===== src/rtl/vm_pkg.sv =====
// Shared types for the parametrised vending machine: FSM states, coin codes
// and the coin-to-units conversion.
package vm_pkg;

  typedef enum logic [1:0] {
    COLLECT = 2'd0,
    VEND    = 2'd1,
    REFUND  = 2'd2
  } vm_state_e;

  localparam logic [1:0] COIN_NONE = 2'd0;
  localparam logic [1:0] COIN_HALF = 2'd1;
  localparam logic [1:0] COIN_ONE  = 2'd2;
  localparam logic [1:0] COIN_BAD  = 2'd3;

  // Value of a coin code in 0.5-yuan units; the invalid code is worth nothing.
  function automatic logic [1:0] coin_units(input logic [1:0] code);
    logic [1:0] units;
    case (code)
      COIN_NONE: units = 2'd0;
      COIN_HALF: units = 2'd1;
      COIN_ONE:  units = 2'd2;
      COIN_BAD:  units = 2'd0;
      default:   units = 2'd0;
    endcase
    return units;
  endfunction

endpackage


===== src/rtl/param_vending_machine_if.sv =====
// Front-panel / mechanism bundle of the vending machine: coin and button
// inputs plus the vend, change and status outputs.
interface vm_if #(
  parameter int CREDIT_W = 4
);
  logic [1:0]          i_money;
  logic                i_cancel;
  logic                i_refill;
  logic                o_cola;
  logic                o_change;
  logic                o_busy;
  logic                o_sold_out;
  logic [CREDIT_W-1:0] o_credit;

  modport master (
    output i_money, i_cancel, i_refill,
    input  o_cola, o_change, o_busy, o_sold_out, o_credit
  );

  modport slave (
    input  i_money, i_cancel, i_refill,
    output o_cola, o_change, o_busy, o_sold_out, o_credit
  );
endinterface


===== src/rtl/vm_change_dispenser.sv =====
// Loadable down-counter emitting one change pulse per cycle while enabled
// and non-zero.
module vm_change_dispenser #(
  parameter int W = 4
) (
  input  logic         clk,
  input  logic         rst_n,
  input  logic         load_i,
  input  logic [W-1:0] value_i,
  input  logic         run_i,
  output logic         busy_o,
  output logic         last_o,
  output logic         pulse_o
);

  logic [W-1:0] cnt_q;
  logic [W-1:0] cnt_d;

  // Next count: a load overrides counting down.
  always_comb begin
    cnt_d = cnt_q;
    if (load_i) begin
      cnt_d = value_i;
    end else if (run_i && (cnt_q != {W{1'b0}})) begin
      cnt_d = cnt_q - {{(W-1){1'b0}}, 1'b1};
    end else begin
      cnt_d = cnt_q;
    end
  end

  // Counter register with synchronous active-low reset.
  always_ff @(posedge clk) begin
    if (!rst_n) begin
      cnt_q <= {W{1'b0}};
    end else begin
      cnt_q <= cnt_d;
    end
  end

  assign busy_o  = (cnt_q != {W{1'b0}});
  assign last_o  = (cnt_q == {{(W-1){1'b0}}, 1'b1});
  assign pulse_o = run_i && busy_o;

endmodule


===== src/rtl/param_vending_machine.sv =====
// Top-level vending control FSM: credit, stock and state; change pulses come
// from vm_change_dispenser. Optional idle auto-refund under VM_AUTO_CANCEL_EN.
module param_vending_machine
  import vm_pkg::*;
#(
  parameter int PRICE       = 5,
  parameter int CREDIT_W    = 4,
  parameter int STOCK_INIT  = 8,
  parameter int STOCK_W     = 4,
  parameter int TIMEOUT_CYC = 50000000
) (
  input logic sys_clk,
  input logic sys_rst_n,
  vm_if.slave bus
);

  if ((PRICE < 1) || ((2 ** CREDIT_W) - 1 < PRICE + 1) || (STOCK_INIT > (2 ** STOCK_W) - 1)) begin : g_bad_params
    $error("param_vending_machine: PRICE/CREDIT_W/STOCK_INIT out of range");
  end

  vm_state_e           state_q, state_d;
  logic [CREDIT_W-1:0] credit_q, credit_d;
  logic [STOCK_W-1:0]  stock_q, stock_d;
  logic [1:0]          coin_s;
  logic [CREDIT_W-1:0] sum_s;
  logic                cancel_s;
  logic                timeout_s;
  logic                sold_out_s;
  logic                load_s;
  logic [CREDIT_W-1:0] load_val_s;
  logic                disp_busy_s;
  logic                disp_last_s;
  logic                disp_pulse_s;

  assign coin_s     = coin_units(bus.i_money);
  assign sum_s      = credit_q + CREDIT_W'(coin_s);
  assign sold_out_s = (stock_q == {STOCK_W{1'b0}});
  assign cancel_s   = bus.i_cancel || timeout_s;

`ifdef VM_AUTO_CANCEL_EN
  logic [31:0] idle_q, idle_d;

  assign timeout_s = (state_q == COLLECT) && (idle_q == 32'(TIMEOUT_CYC - 1));

  // Idle counter runs only while credit sits untouched in COLLECT.
  always_comb begin
    idle_d = idle_q;
    if ((state_q != COLLECT) || (coin_s != 2'd0) || (credit_q == {CREDIT_W{1'b0}}) || timeout_s) begin
      idle_d = 32'd0;
    end else begin
      idle_d = idle_q + 32'd1;
    end
  end

  // Idle counter register.
  always_ff @(posedge sys_clk) begin
    if (!sys_rst_n) begin
      idle_q <= 32'd0;
    end else begin
      idle_q <= idle_d;
    end
  end
`else
  assign timeout_s = 1'b0;
`endif

  // Next-state, credit and change-load decisions; cancel beats sold-out beats vend.
  always_comb begin
    state_d    = state_q;
    credit_d   = credit_q;
    load_s     = 1'b0;
    load_val_s = {CREDIT_W{1'b0}};
    case (state_q)
      COLLECT: begin
        if (cancel_s && (sum_s != {CREDIT_W{1'b0}})) begin
          load_s     = 1'b1;
          load_val_s = sum_s;
          credit_d   = {CREDIT_W{1'b0}};
          state_d    = REFUND;
        end else if (sold_out_s && (coin_s != 2'd0)) begin
          load_s     = 1'b1;
          load_val_s = CREDIT_W'(coin_s);
          state_d    = REFUND;
        end else if (sum_s >= CREDIT_W'(PRICE)) begin
          load_s     = 1'b1;
          load_val_s = sum_s - CREDIT_W'(PRICE);
          credit_d   = {CREDIT_W{1'b0}};
          state_d    = VEND;
        end else begin
          credit_d   = sum_s;
        end
      end
      VEND: begin
        if (disp_busy_s) begin
          state_d = REFUND;
        end else begin
          state_d = COLLECT;
        end
      end
      REFUND: begin
        if (disp_last_s || !disp_busy_s) begin
          state_d = COLLECT;
        end else begin
          state_d = REFUND;
        end
      end
      default: begin
        state_d  = COLLECT;
        credit_d = {CREDIT_W{1'b0}};
      end
    endcase
  end

  // Stock: refill wins over the vend decrement.
  always_comb begin
    stock_d = stock_q;
    if (bus.i_refill) begin
      stock_d = STOCK_W'(STOCK_INIT);
    end else if ((state_q == VEND) && !sold_out_s) begin
      stock_d = stock_q - {{(STOCK_W-1){1'b0}}, 1'b1};
    end else begin
      stock_d = stock_q;
    end
  end

  // FSM, credit and stock registers.
  always_ff @(posedge sys_clk) begin
    if (!sys_rst_n) begin
      state_q  <= COLLECT;
      credit_q <= {CREDIT_W{1'b0}};
      stock_q  <= STOCK_W'(STOCK_INIT);
    end else begin
      state_q  <= state_d;
      credit_q <= credit_d;
      stock_q  <= stock_d;
    end
  end

  vm_change_dispenser #(.W(CREDIT_W)) u_disp (
    .clk     (sys_clk),
    .rst_n   (sys_rst_n),
    .load_i  (load_s),
    .value_i (load_val_s),
    .run_i   (state_q == REFUND),
    .busy_o  (disp_busy_s),
    .last_o  (disp_last_s),
    .pulse_o (disp_pulse_s)
  );

  assign bus.o_cola     = (state_q == VEND);
  assign bus.o_change   = disp_pulse_s;
  assign bus.o_busy     = (state_q != COLLECT);
  assign bus.o_sold_out = sold_out_s;
  assign bus.o_credit   = credit_q;

endmodule


===== src/flat_wrapper.sv =====
// flat-port wrapper written by rule: the top's interface ports become plain ports
module param_vending_machine_flat import vm_pkg::*;
#(
  parameter int PRICE       = 5,
  parameter int CREDIT_W    = 4,
  parameter int STOCK_INIT  = 8,
  parameter int STOCK_W     = 4,
  parameter int TIMEOUT_CYC = 50000000
)
  (sys_clk, sys_rst_n, bus_i_money, bus_i_cancel, bus_i_refill, bus_o_cola, bus_o_change, bus_o_busy, bus_o_sold_out, bus_o_credit);
  vm_if #(.CREDIT_W(CREDIT_W)) bus_i ();
  input logic sys_clk;
  input logic sys_rst_n;
  input wire logic [$bits(bus_i.i_money)-1:0] bus_i_money;
  input wire logic [$bits(bus_i.i_cancel)-1:0] bus_i_cancel;
  input wire logic [$bits(bus_i.i_refill)-1:0] bus_i_refill;
  output wire logic [$bits(bus_i.o_cola)-1:0] bus_o_cola;
  output wire logic [$bits(bus_i.o_change)-1:0] bus_o_change;
  output wire logic [$bits(bus_i.o_busy)-1:0] bus_o_busy;
  output wire logic [$bits(bus_i.o_sold_out)-1:0] bus_o_sold_out;
  output wire logic [$bits(bus_i.o_credit)-1:0] bus_o_credit;
  assign bus_i.i_money = bus_i_money;
  assign bus_i.i_cancel = bus_i_cancel;
  assign bus_i.i_refill = bus_i_refill;
  assign bus_o_cola = bus_i.o_cola;
  assign bus_o_change = bus_i.o_change;
  assign bus_o_busy = bus_i.o_busy;
  assign bus_o_sold_out = bus_i.o_sold_out;
  assign bus_o_credit = bus_i.o_credit;
  param_vending_machine #(.PRICE(PRICE), .CREDIT_W(CREDIT_W), .STOCK_INIT(STOCK_INIT), .STOCK_W(STOCK_W), .TIMEOUT_CYC(TIMEOUT_CYC)) u_core (.sys_clk(sys_clk), .sys_rst_n(sys_rst_n), .bus(bus_i));
endmodule

===== config.mk =====
export PLATFORM = sky130hd
export DESIGN_NAME = param_vending_machine_flat
export DESIGN_NICKNAME = d
export VERILOG_FILES = /design/src/rtl/vm_pkg.sv /design/src/rtl/param_vending_machine_if.sv /design/src/rtl/vm_change_dispenser.sv /design/src/rtl/param_vending_machine.sv /design/src/flat_wrapper.sv
export SDC_FILE = /design/constraint.sdc
export NUM_CORES = 1
export LEC_CHECK = 0
export ABC_AREA = 1
export BUFFER_PORTS_ARGS = -buffer_cell sky130_fd_sc_hd__buf_4
export CORE_UTILIZATION = 44
export CTS_BUF_LIST = sky130_fd_sc_hd__clkbuf_4 sky130_fd_sc_hd__clkbuf_8
export DETAILED_ROUTE_END_ITERATION = 8
export PLACE_DENSITY = 0.67
export RECOVER_POWER = 25
export SYNTH_ARGS = -nofsm -noshare
export SYNTH_HDL_FRONTEND = slang
export SYNTH_SLANG_ARGS = --single-unit

===== constraint.sdc =====
create_clock -name sys_clk -period 2.15 [get_ports sys_clk]
set_input_delay 0 -clock sys_clk [delete_from_list [all_inputs] [get_ports sys_clk]]
set_output_delay 0 -clock sys_clk [all_outputs]
set_load 0.005 [all_outputs]

==> impl_metrics.yaml, run 1 <==
status:
  status: "finished, violations left"
  violations: "negative setup slack"
finish:
  nNetsFinal: 242
  drive_gt1_share_pct: 36.4
  n_antenna_cell: 0
  postLayoutCoreUtil_pct: 67.3
  syn_to_final_growth_pct: 40.8
sta:
  worstMarginPinSlew_ns: 0.322
  setup_ws_ns: -0.0289
  final.setup.tns_ns: -0.0550
  period_minus_slack_ns: 2.18
  finalCritPeriodShare_pct: 101
  final_hold_viol_count: 0
  slew_violations: 0
  skew_ns: 0.00592
  rsz0062_at_grt: "true"
  relSlewSlack_pct: 78.5
  max_freq_mhz: 459
  finalSetupViolations: 3
routing:
  vias_per_cell: 5.04
  routed_wl_microns: 3010
  dr.pass1.iters: 4
  postRouteAntennaNets: 0
  drt_iter0_drc: 34
  avgRoutedWirePerCell_microns: 12.0
  num_vias: 1259
  drc: 0
clocking:
  htreeDepth: 1
  clk_pin_slew_worst_paths_ns: 0.09
  cts_sinks: 14
  clk-insertion-delay-late_ns: 0.29
  root_buffer: "clkbuf_4"
  cts_tree: "built"
  clock_path_buffers: 2
  numCtsBuffers: 3
global_routing:
  grt_max_degree: 9
  overflow: 0
  grt_util_all_layers_pct: 20.9
  antenna_found_initial: 0
  grt_pass1_wl_microns: 4620
  grt_pass1_vias: 1141
critical_path:
  worstReg2RegStart: "u_core.bus.o_credit[1]$_SDFFE_PN0P_"
  worstReg2RegEnd: "u_core.u_disp.cnt_q[2]$_SDFFE_PN0P_"
  critical_path_class: "flop to flop"
  r2r_slack_ns: -0.03
  slowest_delay_ns: 0.38
  worstPathMaxFanout: 6
  end_kind: "flop"
  reg2regPathDepth: 15
  required_ns: 2.34
  cp.arrival_ns: 2.37
  crit_path_cell_trace: "nand2_2 -> and2_4 -> ha_4 -> inv_4 -> ha_4 -> inv_2 -> or2_4 -> nand2_4 -> nand3_4 -> nor2_4 -> nand2_2 -> nand2_4 -> nand2_4 -> o21ai_2 -> nor2_1"
  crit_path_frequent_cell: "nand2_4"
  crit_buf_inv: 2
  slowest_stage: "dfxtp_4"
  critPathLaunchType: "flop"
  critPathTopFamily: "simple AND/OR/NAND/NOR gates"
die:
  initial_utilization_pct: 47.8
  fp-row-count: 18
  die_w_microns: 54.3
  die_h_microns: 54.3
  core_area_sq_um: 2520
  dieArea_sq_um: 2950
  ioPinCount: 14
power:
  ir_worst_vdd_mv: 0.932
  power_frac_seq_pct: 21.0
  p_switching_w: 0.000864
  swShare_pct: 45.6
  p_leak_nw: 0.882
  combPwrFrac_pct: 68.7
  p_per_area_nw_per_um2: 1120
  p_clk_share_pct: 10.3
  p_int_w: 0.00103
placement:
  pre_cts_ws_ns: -0.159
  gp_congestion: 0.887
  hpwlAfterDp_microns: 2270
  port_buffers: 13
synth:
  synthCells: 182
  yosysUniqueCellTypes: 25
  ys_seq_elements: 14
  syn_nets: 203
  yosysTopAreaCellShare_pct: 23.3
  avgSynthCellArea_sq_um: 6.62
  yosysTopAreaCell: "dfxtp_1"
  ys_warn_count: 0
  ys_seq_area_share_pct: 23.3
  synth.area.top_cells: "dfxtp_1 (23%), ha_1 (16%), nand2_1 (11%), inv_1 (10%), nand3_1 (8.7%)"
  netlist_area_sq_um: 1200
hold_path:
  min_delay_path_depth: 4
  hp-class: "input pin to flop"
  holdPathEnd: "u_core.bus.o_credit[2]$_SDFFE_PN0P_"
  worstHoldStart: "bus_i_cancel"
run:
  max_cap_viol_count: 0
synth_stat cells:
cell type / n
nand3_2: 4
nor3_1: 2
a21o_1: 1
ha_1: 15
xor2_1: 4
inv_1: 33
nor2_1: 15
nand4_1: 2
and2_2: 1
nor4_1: 1
a21oi_1: 9
clkbuf_4: 1
nand2_2: 5
o21ai_0: 8
dfxtp_1: 14
buf_6: 1
a22oi_1: 1
nand2_1: 35
clkinv_2: 1
inv_2: 1
a21boi_0: 1
nand3_1: 21
or2_2: 3
nand2_4: 1
nor2_2: 2
layout make-up:
cell class              count  area, sq um
well taps                  30         37.5
clock buffers               4         36.3
repair buffers             36          283
fillers                   213          826
flip-flops and latches     14          284
multi-input cells         131          921
inverters                  35          135
worst register-to-register path: cells and delay by family (launching register included):
| family | cells | cell delay (ns) |
|---|---|---|
| AND/OR/NAND/NOR | 10 | 1.13 |
| flip-flops | 1 | 0.38 |
| adder cells (fa/ha/maj) | 2 | 0.35 |
| AO/OA/AOI/OAI | 1 | 0.13 |
| buffers and inverters | 2 | 0.11 |
power groups by stage:
stage               sequential (W)  clock, W  combinational [W]
floorplan                 0.000381         0           0.000681
finish                    0.000398  0.000196            0.00130
CTS                       0.000388  0.000197            0.00111
global placement          0.000388         0           0.000996
global route              0.000405  0.000204            0.00143
detailed placement        0.000393         0            0.00103
cells in the final DEF, fill, tap and decap left out, types with 4 or more instances in the layout:
master	instances
buf_4	32
inv_1	30
nand2_1	28
nand3_1	20
nor2_1	14
dfxtp_1	13
ha_1	11
nand2_2	8
a21oi_1	6
nand2_4	5
nand3_2	4
o21ai_2	4
xor2_1	4
ha_4	4
state kept, by name, indices dropped and copies added (netlist names):
| signal | flops |
|---|---|
| u_core.state_q | 2 |
| u_core.bus.o_credit | 4 |
| u_core.stock_q | 4 |
| u_core.u_disp.cnt_q | 4 |
how the worst max path moves through the flow:
stage	from	endpoint	slack [ns]	cells past startpoint
2_1_floorplan	u_core.bus.o_credit[1]$_SDFFE_PN0P_	u_core.u_disp.cnt_q[2]$_SDFFE_PN0P_	0.0005	16
3_3_place_gp	bus_i_money[0]	u_core.state_q[1]$_SDFFE_PN0P_	-0.09	15
3_5_place_dp	bus_i_money[0]	u_core.state_q[1]$_SDFFE_PN0P_	-0.16	15
4_1_cts	u_core.bus.o_credit[1]$_SDFFE_PN0P_	u_core.u_disp.cnt_q[2]$_SDFFE_PN0P_	0.002	15
5_1_grt	u_core.bus.o_credit[1]$_SDFFE_PN0P_	u_core.u_disp.cnt_q[3]$_SDFFE_PN0P_	-0.13	17
6_report	u_core.bus.o_credit[1]$_SDFFE_PN0P_	u_core.u_disp.cnt_q[2]$_SDFFE_PN0P_	-0.03	15
stage by stage:
stage          instance area [sq um]  instances  power (W)  hold slack (ns)
4_1_cts                         1570        248    0.00169         0.000678
6_report                        1700        250    0.00190           0.0938
2_1_floorplan                   1220        182    0.00106            0.127
5_1_grt                         1700        250    0.00204            0.118
3_3_place_gp                    1470        241    0.00138            0.226
3_5_place_dp                    1470        241    0.00142            0.227
kinds of logic after synthesis:
family,count (synthesis),synth area share (%)
simple gates,92,36.8
buf+inv,37,12.6
compound gates,20,8.93
fa+ha+maj,15,15.6
flops,14,23.3
xor+xnor,4,2.91
repair_timing:
| action | CTS | global route |
|---|---|---|
| pin swaps | 5 | 15 |
| resized for setup | 11 | 30 |
| hold buffers | 1 | 1 |
| hold endpoints to repair | 2 | 2 |
| endpoints found under the setup margin | 8 | 9 |
| setup buffers | 2 | 1 |
routing by layer:
layer  global-route usage, %  routed length [microns]  vias up
met2                    37.0                     1520       19
met1                    27.2                     1400      586
met5                       0                        0        -
li1                        -                        -      650
met4                    5.13                       21        0
met3                    1.67                       74        4
(Power assumes the default switching activity.)
==> run 2, diff against run 1 <==
CORE_UTILIZATION = 35   (was 44)
PLACE_DENSITY = 0.56   (was 0.67)
==> run 2 against run 1 <==
Effect of this change:
- the run now ends clean
- register-to-register slack improved by 0.03 ns
- utilization shrank 14 points
- via count shrank 0.56%
- critical endpoint is now u_core.u_disp.cnt_q[3]$_SDFFE_PN0P_
==> impl_metrics.yaml, run 2 (synthesis gave the netlist of run 1 again) <==
die:
  initial_utilization_pct: 38.2
  core_area_sq_um: 3150
  ioPinCount: 14
  die_h_microns: 60.7
  fp-row-count: 20
  die_w_microns: 60.7
  dieArea_sq_um: 3680
routing:
  vias_per_cell: 4.72
  drt_iter0_drc: 52
  num_vias: 1252
  avgRoutedWirePerCell_microns: 11.0
  drc: 0
  routed_wl_microns: 2910
  dr.pass1.iters: 4
  postRouteAntennaNets: 0
clocking:
  clk_pin_slew_worst_paths_ns: 0.09
  numCtsBuffers: 3
  htreeDepth: 1
  cts_tree: "built"
  cts_sinks: 14
  clock_path_buffers: 2
  clk-insertion-delay-late_ns: 0.28
  root_buffer: "clkbuf_4"
placement:
  port_buffers: 13
  dp_cells: 254
  gp_congestion: 0.821
  pre_cts_ws_ns: -0.157
  hpwlAfterDp_microns: 2210
finish:
  drive_gt1_share_pct: 33.0
  syn_to_final_growth_pct: 39.7
  multi_input_area_sq_um: 890
  postLayoutCoreUtil_pct: 53.4
  ff_latch_area_sq_um: 284
  fillCellCount: 330
  stdcell_count: 265
  nNetsFinal: 243
  n_antenna_cell: 0
  layout_common_cells: "inv_1 (31), buf_4 (31), nand2_1 (30), nand3_1 (21), nor2_1 (14)"
critical_path:
  required_ns: 2.38
  end_kind: "flop"
  slowest_stage: "dfxtp_4"
  critPathLaunchType: "flop"
  worstPathMaxFanout: 6
  critPathTopFamily: "simple AND/OR/NAND/NOR gates"
  crit_path_cell_trace: "inv_2 -> nand2_2 -> and2_4 -> ha_4 -> inv_4 -> ha_4 -> or2_4 -> nand2_4 -> nand3_4 -> nor2_4 -> nand2_2 -> nand2_4 -> o21ai_1 -> nand2_1 -> inv_1 -> nor2_1"
  critical_path_class: "flop to flop"
  crit_buf_inv: 3
  slowest_delay_ns: 0.37
  cp.arrival_ns: 2.37
  r2r_slack_ns: 0.003
power:
  p_leak_nw: 0.887
  ir_worst_vdd_mv: 0.470
  p_per_area_nw_per_um2: 1060
global_routing:
  antenna_found_initial: 0
  grt_pass1_wl_microns: 4830
  grt_max_degree: 9
  overflow: 0
  grt_pass1_vias: 1167
  grt_util_all_layers_pct: 17.4
sta:
  final_hold_viol_count: 0
  period_minus_slack_ns: 2.15
  finalCritPeriodShare_pct: 99.9
  rsz0062_at_grt: "true"
  skew_ns: 0.00123
  hold_ws_ns: 0.102
  slew_violations: 0
  worstMarginPinSlew_ns: 0.305
  setup_ws_ns: 0.00271
  finalSetupViolations: 0
  relSlewSlack_pct: 79.6
  max_freq_mhz: 466
status:
  status: "complete, no violations"
run:
  max_cap_viol_count: 0
hold_path:
  hp-class: "input pin to flop"
## run 2: cell count changes in the layout (fill, tap and decap cells not counted), sizes merged
cell	change
clkbuf	+3
buf	-2
## run 2: worst paths after layout
check                           depth (start not counted)                             endpoint                                 from
worst max-delay path                                   16  u_core.u_disp.cnt_q[3]$_SDFFE_PN0P_  u_core.bus.o_credit[1]$_SDFFE_PN0P_
worst min-delay path                                    4  u_core.bus.o_credit[2]$_SDFFE_PN0P_                         bus_i_cancel
worst max register to register                         16  u_core.u_disp.cnt_q[3]$_SDFFE_PN0P_  u_core.bus.o_credit[1]$_SDFFE_PN0P_
worst min register to register                          2       u_core.stock_q[0]$_SDFFE_PP0P_       u_core.stock_q[0]$_SDFFE_PP0P_
## run 2: timing repair
item | CTS | global route
hold buffers | 2 | 0
resized for setup | 12 | 19
pin swaps | 3 | 8
buffers inserted | 2 | 3
setup endpoints to repair | 8 | 10
cloned | 0 | 0
hold endpoints to repair | 4 | 0
## run 2: metrics by stage
| stage | TNS, ns | total power [W] | area (sq um) |
|---|---|---|---|
| 2_1_floorplan | 0 | 0.00106 | 1220 |
| 3_3_place_gp | -0.261 | 0.00137 | 1480 |
| 3_5_place_dp | -0.736 | 0.00139 | 1480 |
| 4_1_cts | 0 | 0.00168 | 1600 |
| 5_1_grt | -0.656 | 0.00196 | 1680 |
| 6_report | 0 | 0.00179 | 1680 |
## run 2: routing by layer
layer	track usage (%)	share of wire (%)
met3	1.49	2.5
met2	29.0	49
met5	0	0
met4	8.77	2.6
met1	22.4	46
## run 2: worst min-delay path: cells and delay by family
family	cells	cell delay, ns
compound gates	1	0.14
buf+inv	1	0.10
simple gates	2	0.11
## run 2: report_power, final
part / switching [W] / total, W / internal [W]
registers: 0.0000627 / 0.000391 / 0.000328
clock network: 0.0000910 / 0.000194 / 0.000103
logic: 0.000654 / 0.00121 / 0.000552
## run 2: final cells by class
class / instances / share of cell area (%)
well taps: 44 / 3.27
inverters: 35 / 8.03
flip-flops and latches: 14 / 16.9
repair buffers: 37 / 16.8
clock buffers: 4 / 2.16
multi-input cells: 131 / 52.9
==> run 3, diff against run 2 <==
PLACE_DENSITY = 0.62   (was 0.56)
==> run 3 against run 2 <==
Effect of this change:
- the run now ends with negative setup slack left
- register-to-register slack worse by 0.02 ns
- first-iteration DRC count is 29% lower
- clock-buffer cell count stayed put
- via count is 2.6% lower
==> impl_metrics.yaml, run 3 (synthesis gave the netlist of run 1 again) <==
clocking:
  clock_path_buffers: 2
  cts_sinks: 14
  clk_pin_slew_worst_paths_ns: 0.09
  cts_tree: "built"
  root_buffer: "clkbuf_4"
  clk-insertion-delay-late_ns: 0.27
  numCtsBuffers: 3
  htreeDepth: 1
global_routing:
  grt_util_all_layers_pct: 16.8
  overflow: 0
  grt_max_degree: 9
  grt_pass1_wl_microns: 4660
  grt_pass1_vias: 1061
  antenna_found_initial: 0
sta:
  worstMarginPinSlew_ns: 0.336
  relSlewSlack_pct: 77.6
  final_hold_viol_count: 0
  setup_ws_ns: -0.0165
  max_freq_mhz: 462
  slew_violations: 0
  finalSetupViolations: 2
  period_minus_slack_ns: 2.17
  skew_ns: 0.00354
  rsz0062_at_grt: "true"
  finalCritPeriodShare_pct: 101
routing:
  avgRoutedWirePerCell_microns: 10.9
  postRouteAntennaNets: 0
  dr.pass1.iters: 4
  num_vias: 1219
  drc: 0
  drt_iter0_drc: 37
  routed_wl_microns: 2870
  vias_per_cell: 4.63
finish:
  drive_gt1_share_pct: 37.4
  n_antenna_cell: 0
  nNetsFinal: 241
  layout_common_cells: "inv_1 (30), buf_4 (29), nand2_1 (28), nand3_1 (20)"
  finalInstanceArea_sq_um: 1710
  mostFrequentLayoutCell: "inv_1"
  syn_to_final_growth_pct: 42.1
  stdcell_count: 263
critical_path:
  critPathLaunchType: "flop"
  crit_path_cell_trace: "inv_2 -> nand2_2 -> and2_4 -> ha_4 -> inv_4 -> ha_4 -> inv_2 -> or2_4 -> nand2_4 -> nand3_4 -> nor2_4 -> buf_4 -> a21oi_2 -> nand2_1 -> nand2_1 -> a21oi_2"
  critical_path_class: "flop to flop"
  end_kind: "flop"
  slowest_stage: "dfxtp_4"
  required_ns: 2.36
  cp.arrival_ns: 2.37
  worstPathMaxFanout: 4
  slowest_delay_ns: 0.37
placement:
  hpwlAfterDp_microns: 2110
  place_area_sq_um: 1480
  gp_congestion: 0.809
  dp_cells: 254
  port_buffers: 13
die:
  dieArea_sq_um: 3680
  die_w_microns: 60.7
  die_h_microns: 60.7
  fp-row-count: 20
  ioPinCount: 14
  initial_utilization_pct: 38.2
  core_area_sq_um: 3150
status:
  status: "finished, violations left"
  violations: "negative setup slack"
power:
  ir_worst_vdd_mv: 0.486
  p_leak_nw: 0.874
  p_per_area_nw_per_um2: 1090
hold_path:
  hp-class: "input pin to flop"
run:
  max_cap_viol_count: 0
run 3: cell count changes in the layout (fill, tap and decap cells not counted), sizes merged:
cell    before  now
buf         32   31
clkbuf       7    6
run 3: final timing paths:
check                                                          from                                  end  slack (ns)  cells after the start
worst min-delay path                                   bus_i_cancel  u_core.bus.o_credit[2]$_SDFFE_PN0P_         0.1                      4
worst max register to register  u_core.bus.o_credit[1]$_SDFFE_PN0P_  u_core.u_disp.cnt_q[1]$_SDFFE_PN0P_       -0.02                     16
worst max-delay path            u_core.bus.o_credit[1]$_SDFFE_PN0P_  u_core.u_disp.cnt_q[1]$_SDFFE_PN0P_       -0.02                     16
worst min register to register       u_core.stock_q[0]$_SDFFE_PP0P_       u_core.stock_q[0]$_SDFFE_PP0P_        0.48                      2
run 3: routing by layer:
layer  up-vias  part of all wire [%]  GRT usage, %  routed length, microns
li1        645                     -             -                       -
met1       548                    48          23.9                    1370
met2        22                    48          27.2                    1370
met3         4                   3.1          2.56                      89
met4         0                   1.4          2.92                      40
met5         -                     0             0                       0
run 3: power by group:
group	internal (W)	switching, W
Sequential	0.000328	0.0000643
Combinational	0.000588	0.000703
Clock	0.000103	0.0000867
Total	0.00102	0.000854
run 3: cell type report:
class                   instances  area [sq um]
fillers                       307          1440
multi-input cells             131           926
flip-flops and latches         14           284
repair buffers                 35           275
inverters                      35           135
well taps                      44          55.1
clock buffers                   4          36.3
run 3: what timing repair did:
action | in CTS | in global routing
endpoints found under the hold margin | 3 | 0
resized for setup | 13 | 29
setup endpoints to repair | 8 | 10
cloned | 0 | 0
setup buffers | 1 | 2
hold buffers | 2 | 0
pin swaps | 5 | 13
run 3: stage by stage:
step | setup TNS, ns | utilization [%] | hold slack, ns | power (W) | worst slack (ns)
final | -0.0176 | 54.3 | 0.0986 | 0.00187 | -0.0165
after CTS | 0 | 50.5 | 0.0862 | 0.00166 | 0.00261
after detailed placement | -0.548 | 47.1 | 0.235 | 0.00139 | -0.114
after global placement | -0.211 | 47.1 | 0.237 | 0.00140 | -0.0918
after floorplan | 0 | - | 0.127 | 0.00106 | 0.000481
after global routing | -0.875 | 54.3 | 0.132 | 0.00207 | -0.139
run 3: worst max-delay path: cells and delay by family (launching register included):
| family | cells | cell delay (ns) |
|---|---|---|
| fa+ha+maj | 2 | 0.34 |
| flops | 1 | 0.37 |
| compound gates | 2 | 0.20 |
| buf+inv | 4 | 0.27 |
| simple gates | 8 | 0.91 |
